--- config.mk ---
export PLATFORM = sky130hd
export DESIGN_NAME = logic_op_arbiter
export DESIGN_NICKNAME = d
export VERILOG_FILES = /design/src/rtl/logic_op_arbiter.sv
export SDC_FILE = /design/constraint.sdc
export NUM_CORES = 1
export LEC_CHECK = 0
export CAP_MARGIN = 20
export CORE_MARGIN = 2
export CORE_UTILIZATION = 45
export DETAILED_ROUTE_END_ITERATION = 10
export PLACE_DENSITY = 0.84
export SLEW_MARGIN = 40
export SYNTH_ARGS = -nofsm -noshare
export SYNTH_HDL_FRONTEND = slang
export SYNTH_SLANG_ARGS = --single-unit
--- constraint.sdc ---
create_clock -name clk -period 5.2 [get_ports clk]
set_clock_uncertainty 0.2 [all_clocks]
set_input_delay 0.52 -clock clk [delete_from_list [all_inputs] [get_ports clk]]
set_output_delay 0.52 -clock clk [all_outputs]
set_load 0.03 [all_outputs]
--- src/rtl/logic_op_arbiter.sv ---
// One registered bitwise logic unit shared round-robin among NREQ requesters.
// Results leave through a single valid/ready slot, tagged with the requester index and opcode.
module logic_op_arbiter #(
   parameter int WIDTH = 8,
   parameter int NREQ  = 4,
   parameter int IDW   = 2,
   parameter int CNTW  = 16
) (
   input  logic                  clk,
   input  logic                  rst,
   input  logic [NREQ-1:0]       req,
   input  logic [3*NREQ-1:0]     op,
   input  logic [WIDTH*NREQ-1:0] a_in,
   input  logic [WIDTH*NREQ-1:0] b_in,
   output logic [NREQ-1:0]       gnt,
   output logic                  res_valid,
   input  logic                  res_ready,
   output logic [WIDTH-1:0]      res_data,
   output logic [IDW-1:0]        res_id,
   output logic [2:0]            res_op,
   output logic                  res_err,
   output logic                  busy,
   output logic [CNTW-1:0]       op_count
);

   typedef enum logic {EMPTY, FULL} slotState_t;

   slotState_t       r_state;
   slotState_t       w_nextState;
   logic [IDW-1:0]   r_lastGrant;
   logic [WIDTH-1:0] r_data;
   logic [IDW-1:0]   r_id;
   logic [2:0]       r_op;
   logic             r_err;
   logic [CNTW-1:0]  r_count;

   logic [2:0]       w_opArr [NREQ];
   logic [WIDTH-1:0] w_aArr  [NREQ];
   logic [WIDTH-1:0] w_bArr  [NREQ];

   logic             w_found;
   logic [IDW-1:0]   w_winner;
   logic [IDW-1:0]   w_searchIdx;
   logic             w_accept;
   logic [2:0]       w_selOp;
   logic [WIDTH-1:0] w_selA;
   logic [WIDTH-1:0] w_selB;
   logic [WIDTH-1:0] w_result;
   logic             w_resErr;

   for (genvar g = 0; g < NREQ; g++) begin : g_unpack
      assign w_opArr[g] = op[3*g +: 3];
      assign w_aArr[g]  = a_in[WIDTH*g +: WIDTH];
      assign w_bArr[g]  = b_in[WIDTH*g +: WIDTH];
   end

   // Search starts one past the last winner and wraps, so every requester is reached within NREQ grants.
   always_comb begin
      w_found     = 1'b0;
      w_winner    = r_lastGrant;
      w_searchIdx = r_lastGrant;
      for (int k = 0; k < NREQ; k++) begin
         if (w_searchIdx == IDW'(NREQ - 1)) begin
            w_searchIdx = '0;
         end else begin
            w_searchIdx = w_searchIdx + 1'b1;
         end
         if (!w_found && req[w_searchIdx]) begin
            w_found  = 1'b1;
            w_winner = w_searchIdx;
         end
      end
   end

   assign w_accept = !rst && w_found && ((r_state == EMPTY) || res_ready);

   always_comb begin
      gnt = '0;
      if (w_accept) begin
         gnt[w_winner] = 1'b1;
      end
   end

   assign w_selOp = w_opArr[w_winner];
   assign w_selA  = w_aArr[w_winner];
   assign w_selB  = w_bArr[w_winner];

   always_comb begin
      w_result = '0;
      w_resErr = 1'b0;
      case (w_selOp)
         3'd0:    w_result = w_selA & w_selB;
         3'd1:    w_result = w_selA | w_selB;
         3'd2:    w_result = ~w_selA;
         3'd3:    w_result = ~(w_selA & w_selB);
         3'd4:    w_result = ~(w_selA | w_selB);
         3'd5:    w_result = w_selA ^ w_selB;
         3'd6:    w_result = ~(w_selA ^ w_selB);
         default: w_resErr = 1'b1;
      endcase
   end

   // A drain and a fill on the same edge keep the slot FULL for back-to-back throughput.
   always_comb begin
      w_nextState = r_state;
      case (r_state)
         EMPTY: if (w_accept) w_nextState = FULL;
         FULL:  if (res_ready && !w_accept) w_nextState = EMPTY;
         default: w_nextState = EMPTY;
      endcase
   end

   always_ff @(posedge clk) begin
      if (rst) begin
         r_state <= EMPTY;
      end else begin
         r_state <= w_nextState;
      end
   end

   always_ff @(posedge clk) begin
      if (rst) begin
         r_lastGrant <= IDW'(NREQ - 1);
         r_data      <= '0;
         r_id        <= '0;
         r_op        <= '0;
         r_err       <= 1'b0;
         r_count     <= '0;
      end else begin
         if (w_accept) begin
            r_lastGrant <= w_winner;
            r_data      <= w_result;
            r_id        <= w_winner;
            r_op        <= w_selOp;
            r_err       <= w_resErr;
         end
         if ((r_state == FULL) && res_ready && (r_count != {CNTW{1'b1}})) begin
            r_count <= r_count + 1'b1;
         end
      end
   end

   assign res_valid = (r_state == FULL);
   assign res_data  = r_data;
   assign res_id    = r_id;
   assign res_op    = r_op;
   assign res_err   = r_err;
   assign op_count  = r_count;
   assign busy      = res_valid | (|req);

endmodule
# After elaboration in Yosys (flattened, before gate mapping)
# Cells that the tools add are included.
[word_totals]
in_bits = 83
elab_cells = 95
ff_bits = 33
output_inout_bits = 36
[classes]
n_lt_le_gt_ge = 7
addsub = 5
eq_ne = 11
n_reduce_logical = 18
bitwise_logic = 10
n_mux = 37
[op_table]
columns = ["operator", "count"]
rows = [
  ["$pmux W8 S7", 1],
  ["$bmux W8 S2", 2],
  ["$mux W8", 4],
  ["$not A8 Y8", 4],
  ["$add A16 B1 Y16 const B", 1],
  ["$mux W2", 8],
  ["$ne A16 B16 Y1 const B", 1],
  ["$lt A2 B3 Y1 const B", 5],
  ["$mux W1", 12],
  ["$eq A3 B3 Y1 const B", 3],
  ["$logic_and A1 B1 Y1", 9],
  ["$add A2 B1 Y2 const B", 4],
  ["$and A8 B8 Y8", 1],
  ["$bmux W1 S2", 4],
  ["$eq A2 B2 Y1 const B", 4],
  ["$or A8 B8 Y8", 1],
  ["$xor A8 B8 Y8", 1],
  ["$reduce_or A7 Y1", 1],
  ["$bmux W3 S2", 1],
  ["$eq A3 B2 Y1 const B", 2],
  ["$mux W3", 2],
  ["$logic_not A1 Y1", 5],
  ["$mux W4", 1],
  ["$reduce_or A4 Y1", 1],
  ["other kinds (10)", 10],
]

# Depth between registers and ports, before layout
[logic_depth]
ltp_word = 21
ltp_mapped = 16
mapped_depth_nobuf = 13

# Least setup slack after synthesis
# OpenSTA, ideal clock, no wires.
[synth_path]
kind = "reg-to-reg"
startpoint = "reg r_lastGrant[0]"
endpoint = "reg r_data[5] (netlist: res_data[5])"
required_ps = 4880
setup_slack_ps = 1368
t_arrival_ps = 3513
setup_ps = 120
synth_period_minus_slack_ps = 3832
stages_incl_launch_ff = 15
path_buffers = 3
path_cell_list = "dfxtp_1 > ha_1 > buf_2 > or4b_1 > o21ai_0 > a31oi_1 > o21ai_2 > buf_2 > buf_2 > mux2i_1 > mux2_2 > ha_1 > mux2i_1 > a32o_1 > o31a_1"
[synth_via]
elab_chain_cells = 21
word_cells_on_any_way = 61
classes_between = "add/sub (4); eq/ne (10); mux (30); bitwise (8); reduce/logical (9)"
[synth_lines]
columns = ["element", "line_no", "text"]
rows = [
  ["from (decl)", "30", "logic [IDW-1:0] r_lastGrant;"],
  ["from (signal assigned)", "123", "r_lastGrant <= IDW'(NREQ - 1);"],
  ["from (signal assigned)", "131", "r_lastGrant <= w_winner;"],
  ["parallel branches: the longest is 21 deep, another holds $add A2 B1 Y2", "--", ""],
  ["to (signal assigned)", "132", "r_data <= w_result;"],
  ["to (decl)", "31", "logic [WIDTH-1:0] r_data;"],
]
# Several ways; the timed one is not identified. The select of a mux whose other input is x is not followed.
# A chain may end at the register's enable or synchronous reset.

# Worst setup path after layout
[layout_path]
startpoint = "reg r_lastGrant[0]"
endpoint = "out gnt[0]"
[layout_via]
elab_chain_cells = 19
word_cells_on_any_way = 42
classes_between = "add/sub (4); order compare (2); eq/ne (4); mux (23); reduce/logical (9)"
[layout_lines]
columns = ["element", "line_no", "text"]
rows = [
  ["parallel branches: the longest is 18 deep, another holds $add A2 B1 Y2", "--", ""],
  ["$mux W4 (*)", "79", "if (w_accept) begin"],
  ["to (decl)", "15", "output logic [NREQ-1:0] gnt,"],
]
# Mark *: on every way between the ends. The select of a mux whose other input is x is not followed.

==> out/results.ini <==
[status]
status = complete, no violations

[clocking]
clkLatencyLatePin_ps = 280
clkTransAtPathRegs_ps = 70
h-tree-depth = 2
clk_path_buf_depth = 2
clock_sinks = 33
postCtsSetupRepairBufs = 0
tritoncts = yes
hold_buffers = 0
cts_made_buffers = 5
ctsRootBufferMaster = clkbuf_8
ctsResizeCount = 0

[sta]
fin_crit_sh_pct = 84.9
slew_headroom_pct = 47.4
finalHoldViolations = 0
maxSlewViolCount = 0
tightest_slew_ps = 784
fin_crit_ps = 4420
setup_viol = 0
tns_ps = 0
rsz0062_at_grt = no
max_freq_ghz = 0.226

[final_layout]
fillCellCount = 577
nNetsFinal = 579
antenna_cells = 0
final_core_util_pct = 65.6
regArea_um2 = 661
multi_input_area_um2 = 2240
syn_to_final_growth_pct = 42.5
final_layout_size_suffix_gt1_share_pct = 9.39

[floorplanning]
core_um2 = 6760
die_h_um = 87.2
start_util_pct = 46.1
die-area_um2 = 7600
rows = 30
num_io_pins = 119
dieWidth_um = 87.2

[route]
drtIter0Drc = 125
drtPass1Iterations = 4
wl_per_cell_um = 14.8
via_per_inst = 5.68
ant_nets = 0
drt-total-wl_um = 8300
route.vias.total = 3176
remaining_drc_errors = 0

[yosys]
synth_fp_nets = 472
ys_seq_area_share_pct = 21.2
syn_avg_cell_area_um2 = 8.39
synthDistinctLibCells = 62
synth_edf_count = 0
syn-instance-count = 371
syn-cell-area_um2 = 3110
synthFlopType = dfxtp_1
synth-seq-cells = 33
synth-async-reset-ratio_pct = 0
synth_warnings = 0

[global_route]
antenna_found_initial = 0
busiest_layer = met2
use_met1_pct = 26.7
grtUsageTotal_pct = 22.1
grt_pass1_wl_um = 13800
grt_pass1_vias = 3048
grt_max_degree = 36
overflow = 0
met2_usage_pct = 40.8
use_met3_pct = 4.55

[critical_path]
cpPeakStageDelay_ps = 690
critPathLaunchType = flip-flop
endpoint_kind = primary output
cp.arrival_ps = 3700
crit_chain = ha_1, nand2b_1, a311o_1, a221o_2, buf_4, nand2b_1, nor2_1, clkdlybuf4s50_1
critPathSlowestCell = clkdlybuf4s50_1
reg2reg_slack_ps = 950
path_max_fanout = 27
worstSetupPathType = flip-flop to primary output
crit_top_cell = nand2b_1
cp.required_ps = 4480

[hold_path]
hold_class = flip-flop to flip-flop

[placement]
place.gp.congestion = 0.831
dp_hpwl_um = 6430
portBuffers = 118

[power]
ir_drop_mv = 0.270
finalPower_mw = 1.91
p_leak_nw = 1.79
powerDensity_nw_per_um2 = 430

[run]
max_cap_viol_count = 0

[worst max-delay path: cells and delay by family (launching register included)]
kind,cells,cell delay (ps)
DFF,1,480
AOI/OAI and AO/OA,2,1020
adders and majority gates,1,390
buffers and inverters,2,1010
and+or+nand+nor,3,500
[state kept, by name (all words and copies together) (netlist names)]
register     count
res_data         8
res_id           2
res_op           3
op_count        16
r_lastGrant      2
res_valid        1
res_err          1
[cell usage after synthesis (all sizes together), types with 2 or more instances]
cell / count / area [um^2]
a2111oi: 2 / 17.5
a211oi: 4 / 30.0
a21boi: 2 / 15.0
a21oi: 12 / 60.1
a221o: 2 / 20.0
a221oi: 2 / 23.8
a311oi: 2 / 17.5
a31oi: 7 / 43.8
and3: 3 / 18.8
and4: 2 / 17.5
buf: 15 / 93.8
clkbuf: 9 / 33.8
dfxtp: 33 / 661
ha: 18 / 225
inv: 25 / 93.8
mux2: 20 / 240
mux2i: 47 / 495
mux4: 2 / 45.0
nand2: 25 / 96.4
nand2b: 7 / 43.8
nand3: 7 / 35.0
nand3b: 3 / 22.5
nand4: 5 / 31.3
nor2: 29 / 109
nor3: 8 / 40.0
nor3b: 5 / 37.5
o211ai: 3 / 22.5
o21ai: 17 / 88.8
o22ai: 4 / 25.0
o311a: 2 / 20.0
o31a: 5 / 43.8
o31ai: 3 / 27.5
or2: 2 / 12.5
or3: 14 / 87.6
xnor2: 2 / 17.5
xor2: 8 / 70.1
[path summary, 6_finish.rpt]
path                       start     endpoint  depth (start not counted)
setup / recovery  r_lastGrant[0]       gnt[0]                          8
hold / removal         res_op[1]    res_op[1]                          2
setup reg to reg  r_lastGrant[0]  res_data[5]                         13
hold reg to reg        res_op[1]    res_op[1]                          2
[layout make-up]
cell class                      instances  area share (%)
Clock buffer                            7            1.95
Inverter                               25            2.12
Timing Repair Buffer                  124            27.7
Multi-Input combinational cell        289            50.4
Clock inverter                          1           0.677
Tap cell                               80            2.26
Sequential cell                        33            14.9
[cells by family (layout without fill, tap and decap cells)]
| family | after synthesis | count (layout) | synth area share (%) |
|---|---|---|---|
| adders and majority gates | 18 | 18 | 7.24 |
| and+or+nand+nor | 114 | 114 | 18.7 |
| AOI/OAI and AO/OA | 78 | 78 | 17.9 |
| xor gates and xnor gates | 10 | 10 | 2.81 |
| buffers and inverters | 49 | 157 | 7.12 |
| DFF | 33 | 33 | 21.2 |
| muxes | 69 | 69 | 25.1 |
[where the power goes]
part / switching [mW] / internal [mW]
logic: 0.724 / 0.614
clock network: 0.0914 / 0.156
registers: 0.0301 / 0.291
total: 0.845 / 1.06
[per-layer routing]
| metal | vias to the layer above | share of wire [%] |
|---|---|---|
| li1 | 1576 | - |
| met1 | 1488 | 42 |
| met2 | 108 | 52 |
| met3 | 4 | 5.5 |
| met4 | 0 | 0.53 |
| met5 | - | 0 |
[placed cells by master, fill, tap and decap left out, drive strengths merged, types with 8 or more instances in the layout]
master         count
ha                18
mux2i             47
mux2              20
nor2              29
clkdlybuf4s50    118
nor3               8
nand2             25
a21oi             12
o21ai             17
dfxtp             33
inv               25
xor2               8
or3               14
[metrics by stage]
step / setup slack (ps) / hold WS, ps / cells / cell area, um^2
finish: 783 / 291 / 559 / 4430
global route: 573 / 312 / 559 / 4430
CTS: 787 / 297 / 559 / 4430
detailed placement: 755 / 279 / 551 / 4320
global placement: 866 / 268 / 551 / 4310
floorplan: 1370 / 304 / 371 / 3110
Note: power is estimated with default switching activity, not from simulation.
==> RTL edit (config.mk and constraints unchanged) <==
`IDW`: 2 -> 4.
--- a/src/rtl/logic_op_arbiter.sv
+++ b/src/rtl/logic_op_arbiter.sv
@@ -3,7 +3,7 @@
 module logic_op_arbiter #(
    parameter int WIDTH = 8,
    parameter int NREQ  = 4,
-   parameter int IDW   = 2,
+   parameter int IDW   = 4,
    parameter int CNTW  = 16
 ) (
    input  logic                  clk,
Ports: changed (resized res_id); port bits go from 119 to 121. The function was not compared with the original's and may differ.
==> RTL edit against the original RTL <==
Global-route usage rose by 4.9 points. Worst setup slack got worse by 0.48 ns. Wire length rose by 49%. Register-to-register slack got worse by 0.28 ns. Area after synthesis rose by 21%. Design area rose by 16%. Synthesized cell count rose by 39%. Sequential cell count rose by 2. Highest routed layer unchanged.
Power is not compared: it rests on default switching activity, and its combinational part moved more than twofold at a synthesized area within 25%.
==> RTL edit: results <==
{
  "grtUsageMet1_pct": 35.7,
  "inverters": 26,
  "synth_fa_ha_area_share_pct": 7.00,
  "place.gp.congestion": 0.903,
  "crit_arrival_ns": 4.18,
  "final_layout_size_suffix_gt1_share_pct": 7.38,
  "crit_path_max_fanout": 12,
  "ys_types": 72,
  "grt_pass1_wl_mm": 19.8,
  "fillers": 731,
  "synth_xor_area_share_pct": 2.80,
  "use_met2_pct": 45.3,
  "post-place-ws_ns": 0.472,
  "status": "complete, no violations",
  "worstMarginPinSlew_ns": 0.790,
  "dp_hpwl_mm": 9.36,
  "bufAreaShareNonClock_pct": 25.0,
  "met1_length_mm": 5.26,
  "initialDrtViolationCount": 299,
  "instances_no_fill": 728,
  "taps": 105,
  "synth_mux_area_share_pct": 6.43,
  "grtUsageMet3_pct": 3.87,
  "largest_reg_flops": 16,
  "synth_nets": 621,
  "synthTopCellsByArea": "dfxtp_1, nand2_1, ha_1",
  "clkTransAtPathRegs_ns": 0.08,
  "final-clk-cell-share_pct": 2.20,
  "dpl-instance-area_um2": 5010,
  "drtPass1Iterations": 6,
  "synthTopCellsByCount": "nand2_1, dfxtp_1, nor2_1, nand3_1, inv_1",
  "grt_max_degree": 50,
  "syn_avg_cell_area_um2": 7.26,
  "viasPerCell": 6.08,
  "track_usage_pct": 26.9,
  "antenna_found_initial": 0,
  "nMultiInputCombCells": 424,
  "wl_met2_mm": 5.77,
  "multi_input_area_um2": 2800,
  "vdd_drop_max_uv": 399,
  "placedCellCount": 720,
  "first_global_vias": 4214,
  "dr_wl_met3_mm": 1.09,
  "nNonClkBuffers": 130,
  "synth_compound_area_share_pct": 27.1,
  "yosysSeqAreaShare_pct": 18.7,
  "seq_share_pct": 13.7,
  "clkbuf_count": 5,
  "numClockSinks": 35
}
-- RTL edit: changes by cell type after synthesis, moves of 5 or more --
cell and delta:
o31a_1 -5, a222oi_1 +5, o21ai_0 +10, nand3_1 +21, mux2i_1 -31, nand4_1 +6
a21oi_1 +11, clkbuf_1 +5, a211oi_1 +12, nand2_1 +66, buf_4 +5, nor2b_1 +8
mux2_2 -13
-- RTL edit: worst paths after layout --
| kind | from | end | slack, ns | depth (start not counted) |
|---|---|---|---|---|
| min | res_data[6] | res_data[6] | 0.25 | 2 |
| min reg2reg | res_data[6] | res_data[6] | 0.25 | 2 |
| max | r_lastGrant[0] | gnt[1] | 0.30 | 10 |
| max reg2reg | r_lastGrant[0] | res_data[4] | 0.67 | 13 |
-- RTL edit: logic make-up (layout without fill, tap and decap cells) --
group / after synthesis / in the layout
AO/OA/AOI/OAI: 141 / 141
multiplexers: 20 / 20
flip-flops: 35 / 35
AND/OR/NAND/NOR: 230 / 230
adder cells (fa/ha/maj): 21 / 21
XOR/XNOR: 12 / 12
buffers and inverters: 58 / 164
-- RTL edit: timing repair --
action / 4_1_cts / 5_1_grt
gates resized for setup: 0 / 1
hold buffers: 0 / 0
endpoints found under the hold margin: 0 / 0
endpoints found under the setup margin: 0 / 1
-- RTL edit: report_power, final --
group | total, mW | internal, mW | switching (mW)
clock network | 0.248 | 0.143 | 0.105
registers | 0.391 | 0.328 | 0.0621
logic | 3.25 | 1.25 | 2.00
-- RTL edit: critical path: stages (launching register included) --
cell and delay, ns:
dfxtp_2 0.50, ha_1 0.26, or3b_1 0.44, nand2_1 0.31
mux4_2 0.41, o41ai_1 0.38, a211oi_1 0.14, a221o_1 0.31
nor3_1 0.21, and3_1 0.20, clkdlybuf4s50_1 0.72
